==> config.mk <==
export PLATFORM = sky130hd
export DESIGN_NAME = uart_rx_fifo
export DESIGN_NICKNAME = d
export VERILOG_FILES = /design/src/rtl/uart_rx_fifo.sv
export SDC_FILE = /design/constraint.sdc
export NUM_CORES = 1
export LEC_CHECK = 0
export BUFFER_PORTS_ARGS = -buffer_cell sky130_fd_sc_hd__buf_2
export CAP_MARGIN = 20
export CORE_MARGIN = 3
export CORE_UTILIZATION = 63
export CTS_CLUSTER_SIZE = 14
export DETAILED_ROUTE_END_ITERATION = 7
export GPL_ROUTABILITY_DRIVEN = 0
export PLACE_DENSITY = 0.84
export SKIP_CTS_REPAIR_TIMING = 1
export SLEW_MARGIN = 20
export SYNTH_ARGS = -nofsm -noshare
export SYNTH_HDL_FRONTEND = slang
export SYNTH_SLANG_ARGS = --single-unit
==> constraint.sdc <==
create_clock -name clk -period 9.15 [get_ports clk]
set_clock_uncertainty 0.15 [all_clocks]
set_input_delay 0.4575 -clock clk [delete_from_list [all_inputs] [get_ports clk]]
set_output_delay 0.4575 -clock clk [all_outputs]
set_load 0.01 [all_outputs]
==> src/rtl/uart_rx_fifo.sv <==
// UART receiver with x16 oversampling, optional parity, a receive FIFO
// and a four-register memory-mapped bus interface (DATA, STATUS, CONFIG).
module uart_rx_fifo #(
    parameter logic [15:0] DIV_DEFAULT = 16'd26,
    parameter int unsigned DATA_BITS   = 8,
    parameter bit          PARITY_EN   = 1'b0,
    parameter bit          PARITY_ODD  = 1'b0,
    parameter int unsigned FIFO_DEPTH  = 16
) (
    input  logic        clk,
    input  logic        reset,
    input  logic        enable,
    input  logic        mem_valid,
    output logic        mem_ready,
    input  logic [3:0]  mem_wstrb,
    input  logic [31:0] mem_wdata,
    input  logic [31:0] mem_addr,
    output logic [31:0] mem_rdata,
    input  logic        serial_in,
    output logic        irq
);

    localparam int unsigned EW = DATA_BITS + 2;
    localparam int unsigned PW = $clog2(FIFO_DEPTH);
    localparam int unsigned CW = PW + 1;
    localparam logic [2:0]  LAST_BIT = 3'(DATA_BITS - 1);

    typedef enum logic [2:0] {
        S_IDLE,
        S_START,
        S_DATA,
        S_PARITY,
        S_STOP
    } state_t;

    // ------------------------------------------------------------------
    // Declarations
    // ------------------------------------------------------------------
    logic                 sync1_q, sync2_q, prev_q;
    logic [15:0]          baud_q;
    logic [15:0]          div_q;
    logic                 irq_en_q;
    logic                 tick;
    state_t               state_q;
    logic [3:0]           smp_q;
    logic [2:0]           bit_q;
    logic [DATA_BITS-1:0] shift_q;
    logic                 perr_q;
    logic                 push;
    logic [EW-1:0]        push_entry;
    logic [EW-1:0]        mem_q [FIFO_DEPTH];
    logic [PW-1:0]        wr_ptr_q, rd_ptr_q;
    logic [CW-1:0]        count_q;
    logic                 empty, full, pop, do_push, drop;
    logic                 ovr_q, ferr_q, perr_sticky_q;
    logic                 ready_q;
    logic [1:0]           reg_sel;
    logic                 bus_act, bus_wr, bus_rd;
    logic                 stat_wr, cfg_wr, div_wr;
    logic                 irq_q;
    logic [EW-1:0]        head;
    logic [7:0]           head_data;
    logic [31:0]          rdata;
    logic                 unused_bits;

    assign unused_bits = ^{mem_addr[31:4], mem_addr[1:0], mem_wdata[31:17]};

    // ------------------------------------------------------------------
    // Bus decode: the access is performed in the single mem_ready cycle
    // ------------------------------------------------------------------
    assign reg_sel = mem_addr[3:2];
    assign bus_act = ready_q & enable;
    assign bus_wr  = bus_act & (|mem_wstrb);
    assign bus_rd  = bus_act & ~(|mem_wstrb);
    assign stat_wr = bus_wr & (reg_sel == 2'd1) & mem_wstrb[0];
    assign cfg_wr  = bus_wr & (reg_sel == 2'd2);
    assign div_wr  = cfg_wr & (mem_wstrb[0] | mem_wstrb[1]);

    // Two-flop synchroniser plus one delayed copy for falling-edge detection
    always_ff @(posedge clk) begin
        if (reset) begin
            sync1_q <= 1'b1;
            sync2_q <= 1'b1;
            prev_q  <= 1'b1;
        end else begin
            sync1_q <= serial_in;
            sync2_q <= sync1_q;
            prev_q  <= sync2_q;
        end
    end

    // Baud tick generator, restarted whenever the divider is written
    assign tick = (baud_q == div_q);

    always_ff @(posedge clk) begin
        if (reset || div_wr || tick) begin
            baud_q <= '0;
        end else begin
            baud_q <= baud_q + 16'd1;
        end
    end

    // Receive FSM: start validation, data shift, optional parity, stop
    always_ff @(posedge clk) begin
        if (reset) begin
            state_q <= S_IDLE;
            smp_q   <= '0;
            bit_q   <= '0;
            shift_q <= '0;
            perr_q  <= 1'b0;
        end else begin
            case (state_q)
                S_IDLE: begin
                    if (prev_q && !sync2_q) begin
                        state_q <= S_START;
                        smp_q   <= '0;
                    end
                end
                S_START: begin
                    if (tick) begin
                        if (smp_q == 4'd7) begin
                            smp_q   <= '0;
                            bit_q   <= '0;
                            state_q <= sync2_q ? S_IDLE : S_DATA;
                        end else begin
                            smp_q <= smp_q + 4'd1;
                        end
                    end
                end
                S_DATA: begin
                    if (tick) begin
                        if (smp_q == 4'd15) begin
                            smp_q   <= '0;
                            shift_q <= {sync2_q, shift_q[DATA_BITS-1:1]};
                            if (bit_q == LAST_BIT) begin
                                state_q <= PARITY_EN ? S_PARITY : S_STOP;
                            end else begin
                                bit_q <= bit_q + 3'd1;
                            end
                        end else begin
                            smp_q <= smp_q + 4'd1;
                        end
                    end
                end
                S_PARITY: begin
                    if (tick) begin
                        if (smp_q == 4'd15) begin
                            smp_q   <= '0;
                            perr_q  <= ((^shift_q) ^ sync2_q) != PARITY_ODD;
                            state_q <= S_STOP;
                        end else begin
                            smp_q <= smp_q + 4'd1;
                        end
                    end
                end
                S_STOP: begin
                    if (tick) begin
                        if (smp_q == 4'd15) begin
                            smp_q   <= '0;
                            state_q <= S_IDLE;
                        end else begin
                            smp_q <= smp_q + 4'd1;
                        end
                    end
                end
                default: state_q <= S_IDLE;
            endcase
        end
    end

    // The character is pushed in the same cycle the stop bit is sampled
    assign push       = (state_q == S_STOP) && tick && (smp_q == 4'd15);
    assign push_entry = {perr_q, ~sync2_q, shift_q};

    // ------------------------------------------------------------------
    // Receive FIFO
    // ------------------------------------------------------------------
    assign empty   = (count_q == '0);
    assign full    = (count_q == CW'(FIFO_DEPTH));
    assign pop     = bus_rd & (reg_sel == 2'd0) & ~empty;
    // A pop in the same cycle frees the slot, so a full FIFO still accepts
    assign do_push = push & (~full | pop);
    assign drop    = push & full & ~pop;
    assign head    = mem_q[rd_ptr_q];

    // FIFO storage
    always_ff @(posedge clk) begin
        if (do_push) begin
            mem_q[wr_ptr_q] <= push_entry;
        end
    end

    // FIFO pointers and occupancy
    always_ff @(posedge clk) begin
        if (reset) begin
            wr_ptr_q <= '0;
            rd_ptr_q <= '0;
            count_q  <= '0;
        end else begin
            if (do_push) wr_ptr_q <= wr_ptr_q + PW'(1);
            if (pop)     rd_ptr_q <= rd_ptr_q + PW'(1);
            case ({do_push, pop})
                2'b10:   count_q <= count_q + CW'(1);
                2'b01:   count_q <= count_q - CW'(1);
                default: count_q <= count_q;
            endcase
        end
    end

    // Sticky error flags: write-1-to-clear, a same-cycle set takes priority
    always_ff @(posedge clk) begin
        if (reset) begin
            ovr_q         <= 1'b0;
            ferr_q        <= 1'b0;
            perr_sticky_q <= 1'b0;
        end else begin
            ovr_q         <= (ovr_q & ~(stat_wr & mem_wdata[2])) | drop;
            ferr_q        <= (ferr_q & ~(stat_wr & mem_wdata[3])) | (push & ~sync2_q);
            perr_sticky_q <= (perr_sticky_q & ~(stat_wr & mem_wdata[4])) | (push & perr_q);
        end
    end

    // CONFIG register
    always_ff @(posedge clk) begin
        if (reset) begin
            div_q    <= DIV_DEFAULT;
            irq_en_q <= 1'b0;
        end else if (cfg_wr) begin
            if (mem_wstrb[0]) div_q[7:0]  <= mem_wdata[7:0];
            if (mem_wstrb[1]) div_q[15:8] <= mem_wdata[15:8];
            if (mem_wstrb[2]) irq_en_q    <= mem_wdata[16];
        end
    end

    // Bus handshake and registered interrupt
    always_ff @(posedge clk) begin
        if (reset) begin
            ready_q <= 1'b0;
            irq_q   <= 1'b0;
        end else begin
            ready_q <= mem_valid & enable & ~ready_q;
            irq_q   <= irq_en_q & (~empty | ovr_q);
        end
    end

    // Read data mux, driven only while the access is acknowledged
    always_comb begin
        head_data = '0;
        head_data[DATA_BITS-1:0] = head[DATA_BITS-1:0];
        rdata = '0;
        if (bus_act) begin
            case (reg_sel)
                2'd0: if (!empty) rdata = {21'b0, head[EW-1], head[EW-2], 1'b1, head_data};
                2'd1: rdata = {8'b0, 8'(count_q), 11'b0, perr_sticky_q, ferr_q, ovr_q, full, ~empty};
                2'd2: rdata = {15'b0, irq_en_q, div_q};
                default: rdata = '0;
            endcase
        end
    end

    assign mem_ready = ready_q;
    assign mem_rdata = rdata;
    assign irq       = irq_q;

endmodule

======== Word level (Yosys, flattened, before mapping) ========
Memories as Yosys holds them, arrays and structs flattened. A register that Yosys moved wholly into a read port is not among the register bits.
Cells that the tools add are included.
storage, ports and cells
  flip-flop bits (word level) ............. 73
  memory bits (writable) .................. 160
  bits of input ports ..................... 73
  output and inout port bits .............. 34
  logic and storage cells ................. 147
  memories ................................ 1
memory list
  name   words  bits a word  read ports  clocked after memory_dff  wr ports  RTL line  source
  mem_q  16     10           1           1                         1         51        logic [EW-1:0] mem_q [FIFO_DEPTH];
operators by class
  $add $sub $neg .......................... 7
  equal/unequal tests ..................... 25
  multiplexer cells ....................... 32
  bitwise gates (word level) .............. 39
  reductions and logical operators ........ 23
operators with widths
  cell                                                  count
  case mux 32 bit (3 select lines)                      1
  two-way mux 3 bit                                     15
  two-way mux 32 bit                                    1
  two-way mux 4 bit                                     7
  bitwise AND 1 bit                                     23
  inequality test 2 bit (second input constant)         11
  adder 16 x 1 -> 16 bit (second input constant)        1
  equality test 16 bit                                  1
  case mux 3 bit (5 select lines)                       1
  adder 4 x 1 -> 4 bit (second input constant)          3
  case mux 4 bit (3 select lines)                       1
  two-way mux 11 bit                                    1
  case mux 5 bit (2 select lines)                       1
  AND reduction 10 bit                                  1
  NOT 1 bit                                             9
  parity 8 bit                                          1
  equality test 3 x 2 -> 1 bit (second input constant)  2
  equality test 3 bit (second input constant)           2
  bitwise OR 1 bit                                      6
  case mux 3 bit (2 select lines)                       1
  AND reduction 2 bit                                   3
  AND reduction 3 bit                                   2
  AND reduction 6 bit                                   1
  adder 5 x 1 -> 5 bit (second input constant)          1
  23 further kinds                                      30

======== Longest topological paths before layout ========
Gate-level depths: netlist (run 1).
  depth after elaboration ................. 9
  gate-level depth with buffers ........... 11
  depth with buffers taken out ............ 10

======== Worst setup path before layout (run 1) ========
OpenSTA, ideal clock, no wires.
  kind .................................... register to register
  start point ............................. register baud_q[3]
  end point ............................... memory mem_q[3][0] in the netlist's numbering (enable)
  library setup time ...................... 390 ps
  data arrival time ....................... 2,383 ps
  data required time ...................... 8,610 ps
  setup slack ............................. 6,227 ps
  cell stages (with the launch flop) ...... 7
  path buffers ............................ 1
  clock period less this slack ............ 2,923 ps
  cells stage by stage .................... dfxtp_1 > xnor2_1 > nand4_1 > nor4_2 > clkbuf_1 > nand4_1 > nor3_1
between the ends
  cells in the longest elaborated chain, start to end .. 6
RTL lines
  what                                     RTL line  source
  start: declaration                       40        logic [15:0] baud_q;
  start signal: assignment                 99        baud_q <= baud_q + 16'd1;
  equality test 16 bit                     93        assign tick = (baud_q == div_q);
  logical AND 1 bit (2 in a row)           172       assign push = (state_q == S_STOP) && tick && (smp_q == 4'd15);
  bitwise AND 1 bit                        182       assign do_push = push & (~full | pop);
  two-way mux 1 bit                        188       if (do_push) begin
  two-way mux 1 bit (implied by the code)  189       mem_q[wr_ptr_q] <= push_entry;
  end: declaration                         51
No other way between the ends.

==> results.py, run 1 <==
metrics = {
    "die": {
        "die-area_sq_um": 17580,
        "io_pins": 107,
        "coreArea_sq_um": 15430,
        "die_h_um": 132.6,
        "rows": 45,
        "start_util": 0.6544,
        "die_w_um": 132.6,
    },
    "timing": {
        "hold_viol": 0,
        "period_needed_ns": 3.870,
        "worst_slew_pin_slew_ns": 1.090,
        "finalSetupTns_ns": 0,
        "min_period_over_period": 0.4229,
        "hold_ws_ns": 0.05334,
        "setup_slack_ns": 5.280,
        "rsz0062_at_grt": "false",
        "max_freq_mhz": 258.4,
        "slew_headroom": 0.2709,
        "setup_viol": 0,
        "slew_violations": 0,
    },
    "cells_and_area": {
        "drive_above_1_share": 0.1949,
        "final_common_cell": "edfxtp_1",
        "area_delta_synth_final_pct": 10.99,
        "n_fill_cell": 956,
        "fin_nets": 853,
        "diodes": 0,
        "final_cell_mix": "160 x edfxtp_1, 77 x nor2_1, 76 x dfxtp_1",
    },
    "pwr": {
        "p_comb_frac": 0.018,
        "p_sw_uw": 416.5,
        "seqPwrFrac": 0.552,
        "internal_power_mw": 1.640,
        "ir_worst_vdd_mv": 0.1685,
        "p_leak_nw": 3.889,
        "swShare": 0.2025,
        "p_per_area_nw_per_um2": 183.5,
        "clkPwrFrac": 0.430,
    },
    "global_routing": {
        "grt_remaining_overflow": 0,
        "grt_pass1_wl_um": 33560,
        "antenna_found_initial": 0,
        "grt.total_usage": 0.2397,
        "grt_pass1_vias": 6265,
        "grt_max_degree": 64,
    },
    "synth": {
        "async_flop_share": 0,
        "synth_cell_types": 59,
        "ys_ff_latch": 237,
        "synth_ff_type": "edfxtp_1",
        "synth_edf_count": 160,
        "yosys_warnings": 0,
        "avgSynthCellArea_sq_um": 13.98,
        "seq_area_frac_synth": 0.6286,
        "syn-cell-area_sq_um": 10100,
        "netlist_instances": 722,
    },
    "worst_setup_path": {
        "r2r_slack_ns": 5.94,
        "worstPathArrival_ns": 3.26,
        "required_ns": 8.54,
        "worstSetupPathType": "reg2out",
        "rr_worst_depth": 6,
        "timing.rr.start": "smp_q[0]$_SDFFE_PP0P_",
        "endpoint": "mem_rdata[3]",
        "start_kind": "register",
        "crit_fanout": 40,
        "cp-end-kind": "primary output",
        "reg2reg_to": "mem_q[4][1]$_DFFE_PP_",
    },
    "place": {
        "preCtsSetupSlack_ns": 5.601,
        "port_buffers": 50,
        "hpwl_um": 13620,
    },
    "route": {
        "drt_iter0_markers": 662,
        "drt-total-wl_um": 21010,
        "drc_errors": 0,
        "drtPass1Iterations": 6,
        "wl_per_cell_um": 21.09,
        "ant_nets": 0,
        "via_per_inst": 6.230,
        "vias": 6205,
    },
    "clock_network": {
        "cts.sinks": 237,
        "numCtsBuffers": 24,
        "clock_latency_ns": 0.52,
        "root_buffer": "clkbuf_16",
        "path_clk_slew_ns": 0.06,
        "htreeDepth": 1,
        "cts_max_path_buffers": 3,
        "cts_tree": "built",
    },
    "outcome": {
        "status": "finished clean",
    },
    "run": {
        "drv_cap": 0,
    },
    "min_path": {
        "min-delay-start": "mem_wdata[14]",
        "hold_class": "in2reg",
    },
}
==> registers in the layout, summed over array words and instances, names as in the netlist, 3 cells and up, named ones only <==
signal / count
mem_q: 160
baud_q: 16
div_q: 16
shift_q: 8
count_q: 5
rd_ptr_q: 4
smp_q: 4
wr_ptr_q: 4
bit_q: 3
state_q: 3
==> worst max-delay path: stages (launching register included) <==
cell and delay [ns]:
dfxtp_2 0.31, buf_4 0.60, mux4_2 0.63, mux4_2 0.53
a222oi_1 0.40, nor2_1 0.09, buf_2 0.15
==> worst min-delay path by stage <==
stage,depth (start not counted),end
finish,3,div_q[14]$_SDFFE_PP0P_
global route,3,div_q[14]$_SDFFE_PP0P_
CTS,2,sync1_q$_SDFF_PP1_
detailed placement,1,sync2_q$_SDFF_PP1_
global placement,1,sync2_q$_SDFF_PP1_
floorplan,1,sync2_q$_SDFF_PP1_
==> cell type report <==
cell class,count,area [sq um],area share
clock buffers,35,651.9,0.05817
repair buffers,58,312.8,0.02791
well taps,211,264.0,0.02356
inverters,9,33.78,0.003015
flip-flops and latches,237,6347,0.5664
clock inverters,9,53.80,0.004801
multi-input cells,437,3542,0.3161
==> metrics by stage <==
step | utilization | cell area (sq um) | power (mW) | instances
2_1_floorplan | - | 10130 | 1.185 | 732
3_3_place_gp | 0.6793 | 10480 | 1.193 | 950
3_5_place_dp | 0.6793 | 10480 | 1.194 | 950
4_1_cts | 0.7251 | 11190 | 2.066 | 994
5_1_grt | 0.7264 | 11210 | 2.115 | 996
6_report | 0.7264 | 11210 | 2.057 | 996
==> layer usage <==
metal,vias to the layer above,track usage,routed length [um],share of wire
met4,0,0.06928,579,0.028
met2,299,0.4056,10460,0.50
met3,47,0.04791,1763,0.084
li1,2789,-,-,-
met1,3070,0.3197,8206,0.39
met5,-,0,0,0
==> power by group through the flow <==
stage | clock network [mW] | registers (mW) | logic (mW)
after floorplan | 0 | 1.16 | 0.0272
after global placement | 0 | 1.16 | 0.0344
after detailed placement | 0 | 1.16 | 0.0358
after CTS | 0.893 | 1.14 | 0.0365
after global routing | 0.939 | 1.14 | 0.0408
final | 0.884 | 1.14 | 0.0375
==> cells by family (layout without fill, tap and decap cells) <==
group | Yosys count | after routing | share of synthesized area
other | 1 | 11 | 0.0003714
muxes | 65 | 65 | 0.1255
adders and majority gates | 13 | 13 | 0.01685
DFF | 237 | 237 | 0.6286
buffers and inverters | 58 | 111 | 0.02652
xor gates and xnor gates | 48 | 48 | 0.04164
AOI/OAI and AO/OA | 75 | 75 | 0.05019
and+or+nand+nor | 225 | 225 | 0.1103
==> Yosys cell counts (all sizes together), types with 2 or more instances <==
cell type	count	area (sq um)
edfxtp	160	4805
nor2	78	292.8
dfxtp	77	1541
mux4	49	1104
nand2	39	146.4
a21oi	30	153.9
xnor2	30	262.8
clkbuf	29	108.9
nand3	27	135.1
buf	20	125.1
xor2	18	157.7
and3	14	87.58
nand4	14	87.58
mux2i	13	130.1
ha	12	150.1
nand2b	10	62.56
inv	9	33.78
nor3	9	45.04
a22oi	8	60.06
o21ai	8	40.03
and2	7	43.80
nor2b	5	31.28
a211o	4	35.03
a222oi	4	40.04
or2	4	25.03
a211oi	3	22.52
a21o	3	22.52
mux2	3	33.78
nor4	3	25.02
or4	3	26.27
a22o	2	17.52
a2bb2oi	2	17.52
a31oi	2	12.51
and4	2	17.52
nand3b	2	15.01
nor3b	2	15.01
o211ai	2	15.01
or3	2	12.51
Note: power is estimated with default switching activity, not from simulation.
==> run 2: changes to the inputs <==
--- a/config.mk
+++ b/config.mk
@@ -5,14 +5,15 @@
 export SDC_FILE = /design/constraint.sdc
 export NUM_CORES = 1
 export LEC_CHECK = 0
+export ABC_AREA = 1
 export BUFFER_PORTS_ARGS = -buffer_cell sky130_fd_sc_hd__buf_2
 export CAP_MARGIN = 20
 export CORE_MARGIN = 3
-export CORE_UTILIZATION = 63
+export CORE_UTILIZATION = 53
 export CTS_CLUSTER_SIZE = 14
 export DETAILED_ROUTE_END_ITERATION = 7
 export GPL_ROUTABILITY_DRIVEN = 0
-export PLACE_DENSITY = 0.84
+export PLACE_DENSITY = 0.75
 export SKIP_CTS_REPAIR_TIMING = 1
 export SLEW_MARGIN = 20
 export SYNTH_ARGS = -nofsm -noshare
==> constraint.sdc (replaced) <==
create_clock -name clk -period 3.2 [get_ports clk]
set_clock_uncertainty 0.15 [all_clocks]
set_input_delay 0.16 -clock clk [delete_from_list [all_inputs] [get_ports clk]]
set_output_delay 0.16 -clock clk [all_outputs]
set_load 0.01 [all_outputs]
==> run 2 against run 1 <==
  * Global-route usage decreased by 1.7 points
  * Cell area up 8.2%
  * Combinational power grew to 7.3 times the previous value
  * Hold slack improved by 0.027 ns
  * Register-to-register slack got worse by 5.5 ns
  * Final cell count rose by 43%
  * Clock-buffer cell count fell by 5
  * Critical endpoint unchanged
  * Largest cell class unchanged
  * First-iteration DRC count grew 14%
==> results.py, run 2 <==
metrics = {
    "outcome": {
        "status": "finished clean",
    },
    "timing": {
        "hold_ws_ns": 0.08021,
        "min_period_over_period": 0.9359,
        "finalSetupTns_ns": 0,
        "rsz0062_at_grt": "false",
        "period_needed_ns": 2.995,
        "slew_headroom": 0.4445,
        "setup_viol": 0,
        "max_freq_mhz": 333.9,
        "worst_slew_pin_slew_ns": 0.8324,
        "slew_violations": 0,
        "hold_viol": 0,
    },
    "global_routing": {
        "grt_pass1_wl_um": 38040,
        "antenna_found_initial": 0,
        "grt_max_degree": 86,
        "grt_remaining_overflow": 0,
        "grt.total_usage": 0.2227,
        "grt_pass1_vias": 7299,
    },
    "synth": {
        "synth_xor_area_frac": 0.01014,
        "synth.top_cell.area_share": 0.4638,
        "seq_area_frac_synth": 0.6126,
        "synth_edf_count": 160,
        "netlist_instances": 1053,
        "synth.area.top_cells": "edfxtp_1 46%, dfxtp_1 15%, o21ai_0 6.5%, nor2_1 6.2%, nand2_1 5.1%",
        "post-synth-top-area-cell": "edfxtp_1",
        "synth_ff_type": "edfxtp_1",
        "yosys_warnings": 0,
        "synth_top_family_by_area": "simple AND/OR/NAND/NOR gates",
        "synth_cell_types": 45,
        "ys_ff_latch": 237,
        "synth_mux_area_frac": 0,
        "synth_compound_area_frac": 0.1378,
        "synth-simple-area-share": 0.1661,
        "synth_common_cells": "172 x nor2_1, 160 x edfxtp_1, 141 x nand2_1, 135 x o21ai_0, 80 x inv_1",
        "yosysMostFrequentCell": "nor2_1",
        "avgSynthCellArea_sq_um": 9.838,
        "async_flop_share": 0,
        "synthAdderAreaFrac": 0.01643,
        "syn-cell-area_sq_um": 10360,
    },
    "min_path": {
        "hold_class": "in2reg",
    },
    "pwr": {
        "p_leak_nw": 4.699,
        "ir_worst_vdd_mv": 0.3462,
        "total_power_mw": 6.532,
        "p_per_area_nw_per_um2": 538.8,
    },
    "cells_and_area": {
        "stdcell_area_sq_um": 12120,
        "fin_nets": 1234,
        "diodes": 0,
        "multi_input_area_sq_um": 3465,
        "area_delta_synth_final_pct": 17.02,
        "largest_reg_flops": 160,
        "n_fill_cell": 1444,
        "final_common_cell": "nor2_1",
        "largest_register": "mem_q",
        "top_regs": "mem_q: 160 flops, baud_q: 16 flops, div_q: 16 flops",
        "drive_above_1_share": 0.1381,
        "regArea_sq_um": 6347,
        "final_cell_mix": "172 x nor2_1, 160 x edfxtp_1, 141 x nand2_1",
    },
    "route": {
        "drc_errors": 0,
        "via_per_inst": 5.543,
        "vias": 7905,
        "wl_per_cell_um": 17.35,
        "drt-total-wl_um": 24740,
        "ant_nets": 0,
        "drtPass1Iterations": 4,
        "drt_iter0_markers": 755,
    },
    "worst_setup_path": {
        "required_ns": 2.89,
        "worstPathArrival_ns": 2.68,
        "cpPeakStageDelay_ns": 0.40,
        "crit_slowest_cell": "inv_1",
        "cp_cell_sequence": "inv_1 -> buf_4 -> o21ai_0 -> o211ai_1 -> nand3_1 -> nand2_1 -> a22oi_1 -> a21oi_1 -> buf_2",
        "start_kind": "register",
        "cp-end-kind": "primary output",
        "crit_fanout": 14,
        "worstSetupPathType": "reg2out",
        "critPathTopFamily": "buffers and inverters",
        "path_buf_inv": 3,
    },
    "die": {
        "die-area_sq_um": 21260,
        "start_util": 0.5465,
        "coreArea_sq_um": 18960,
        "io_pins": 107,
        "die_h_um": 145.8,
        "die_w_um": 145.8,
        "rows": 50,
    },
    "clock_network": {
        "clock_latency_ns": 0.53,
        "cts_tree": "built",
        "cts_max_path_buffers": 3,
        "numCtsBuffers": 24,
        "htreeDepth": 1,
        "root_buffer": "clkbuf_16",
        "cts.sinks": 237,
        "path_clk_slew_ns": 0.06,
    },
    "run": {
        "drv_cap": 0,
    },
    "place": {
        "dpl_cell_area_sq_um": 11010,
        "port_buffers": 50,
        "hpwl_um": 15070,
    },
}
-- run 2: kinds of logic (layout without fill, tap and decap cells) --
group / after synthesis / after routing
AO/OA/AOI/OAI: 260 / 260
flip-flops: 237 / 237
XOR/XNOR: 12 / 12
adder cells (fa/ha/maj): 13 / 13
other: 1 / 11
AND/OR/NAND/NOR: 389 / 389
buffers and inverters: 141 / 244
-- run 2: worst register-to-register path, stage by stage, from the launching register on --
cell	delay [ns]
dfxtp_1	0.39
nor4_2	0.34
nand2_1	0.16
nand3_2	0.19
inv_1	0.12
nand2_1	0.12
inv_1	0.10
fa_1	0.39
nand2_1	0.10
nand2_1	0.06
a21oi_1	0.16
nand2_1	0.07
nand2_1	0.08
nand3_1	0.07
nand2_1	0.07
nor2_1	0.04
-- run 2: final cells by class --
class	count	area share
Timing Repair Buffer	110	0.06523
Clock inverter	14	0.01755
Tap cell	260	0.02683
Sequential cell	237	0.5236
Inverter	90	0.02797
Multi-Input combinational cell	685	0.2858
Clock buffer	30	0.05305
-- run 2: final timing paths --
path                                start                       end  slack [ns]  cells past startpoint
hold reg to reg        sync1_q$_SDFF_PP1_        sync2_q$_SDFF_PP1_        0.27                      1
hold / removal               mem_wstrb[3]  rd_ptr_q[0]$_SDFFE_PP0N_        0.08                      6
setup / recovery                 register              mem_rdata[3]        0.21                      9
setup reg to reg  count_q[0]$_SDFFE_PP0P_   count_q[4]$_SDFFE_PP0P_        0.49                     15
-- run 2: per-stage QoR --
stage | setup WS (ns) | utilization | cells
after floorplan | 0.8173 | - | 1063
after global placement | 0.5554 | 0.5807 | 1356
after detailed placement | 0.5100 | 0.5807 | 1356
after CTS | 0.2429 | 0.6258 | 1400
after global routing | 0.05927 | 0.6395 | 1426
final | 0.2053 | 0.6395 | 1426
-- run 2: power by group --
group	switching [mW]	leakage (nW)	internal, mW
clock	1.16	0.410	1.83
combinational	0.169	2.03	0.105
sequential	0.0159	2.26	3.25
total	1.34	4.70	5.19
-- run 2: per-layer routing --
layer  wire, um  up-vias  global-route usage
met2      11720      324              0.3629
met5          0        -                   0
li1           -     3792                   -
met4        818        0             0.07740
met3       1989       59             0.04204
met1      10210     3730              0.3017
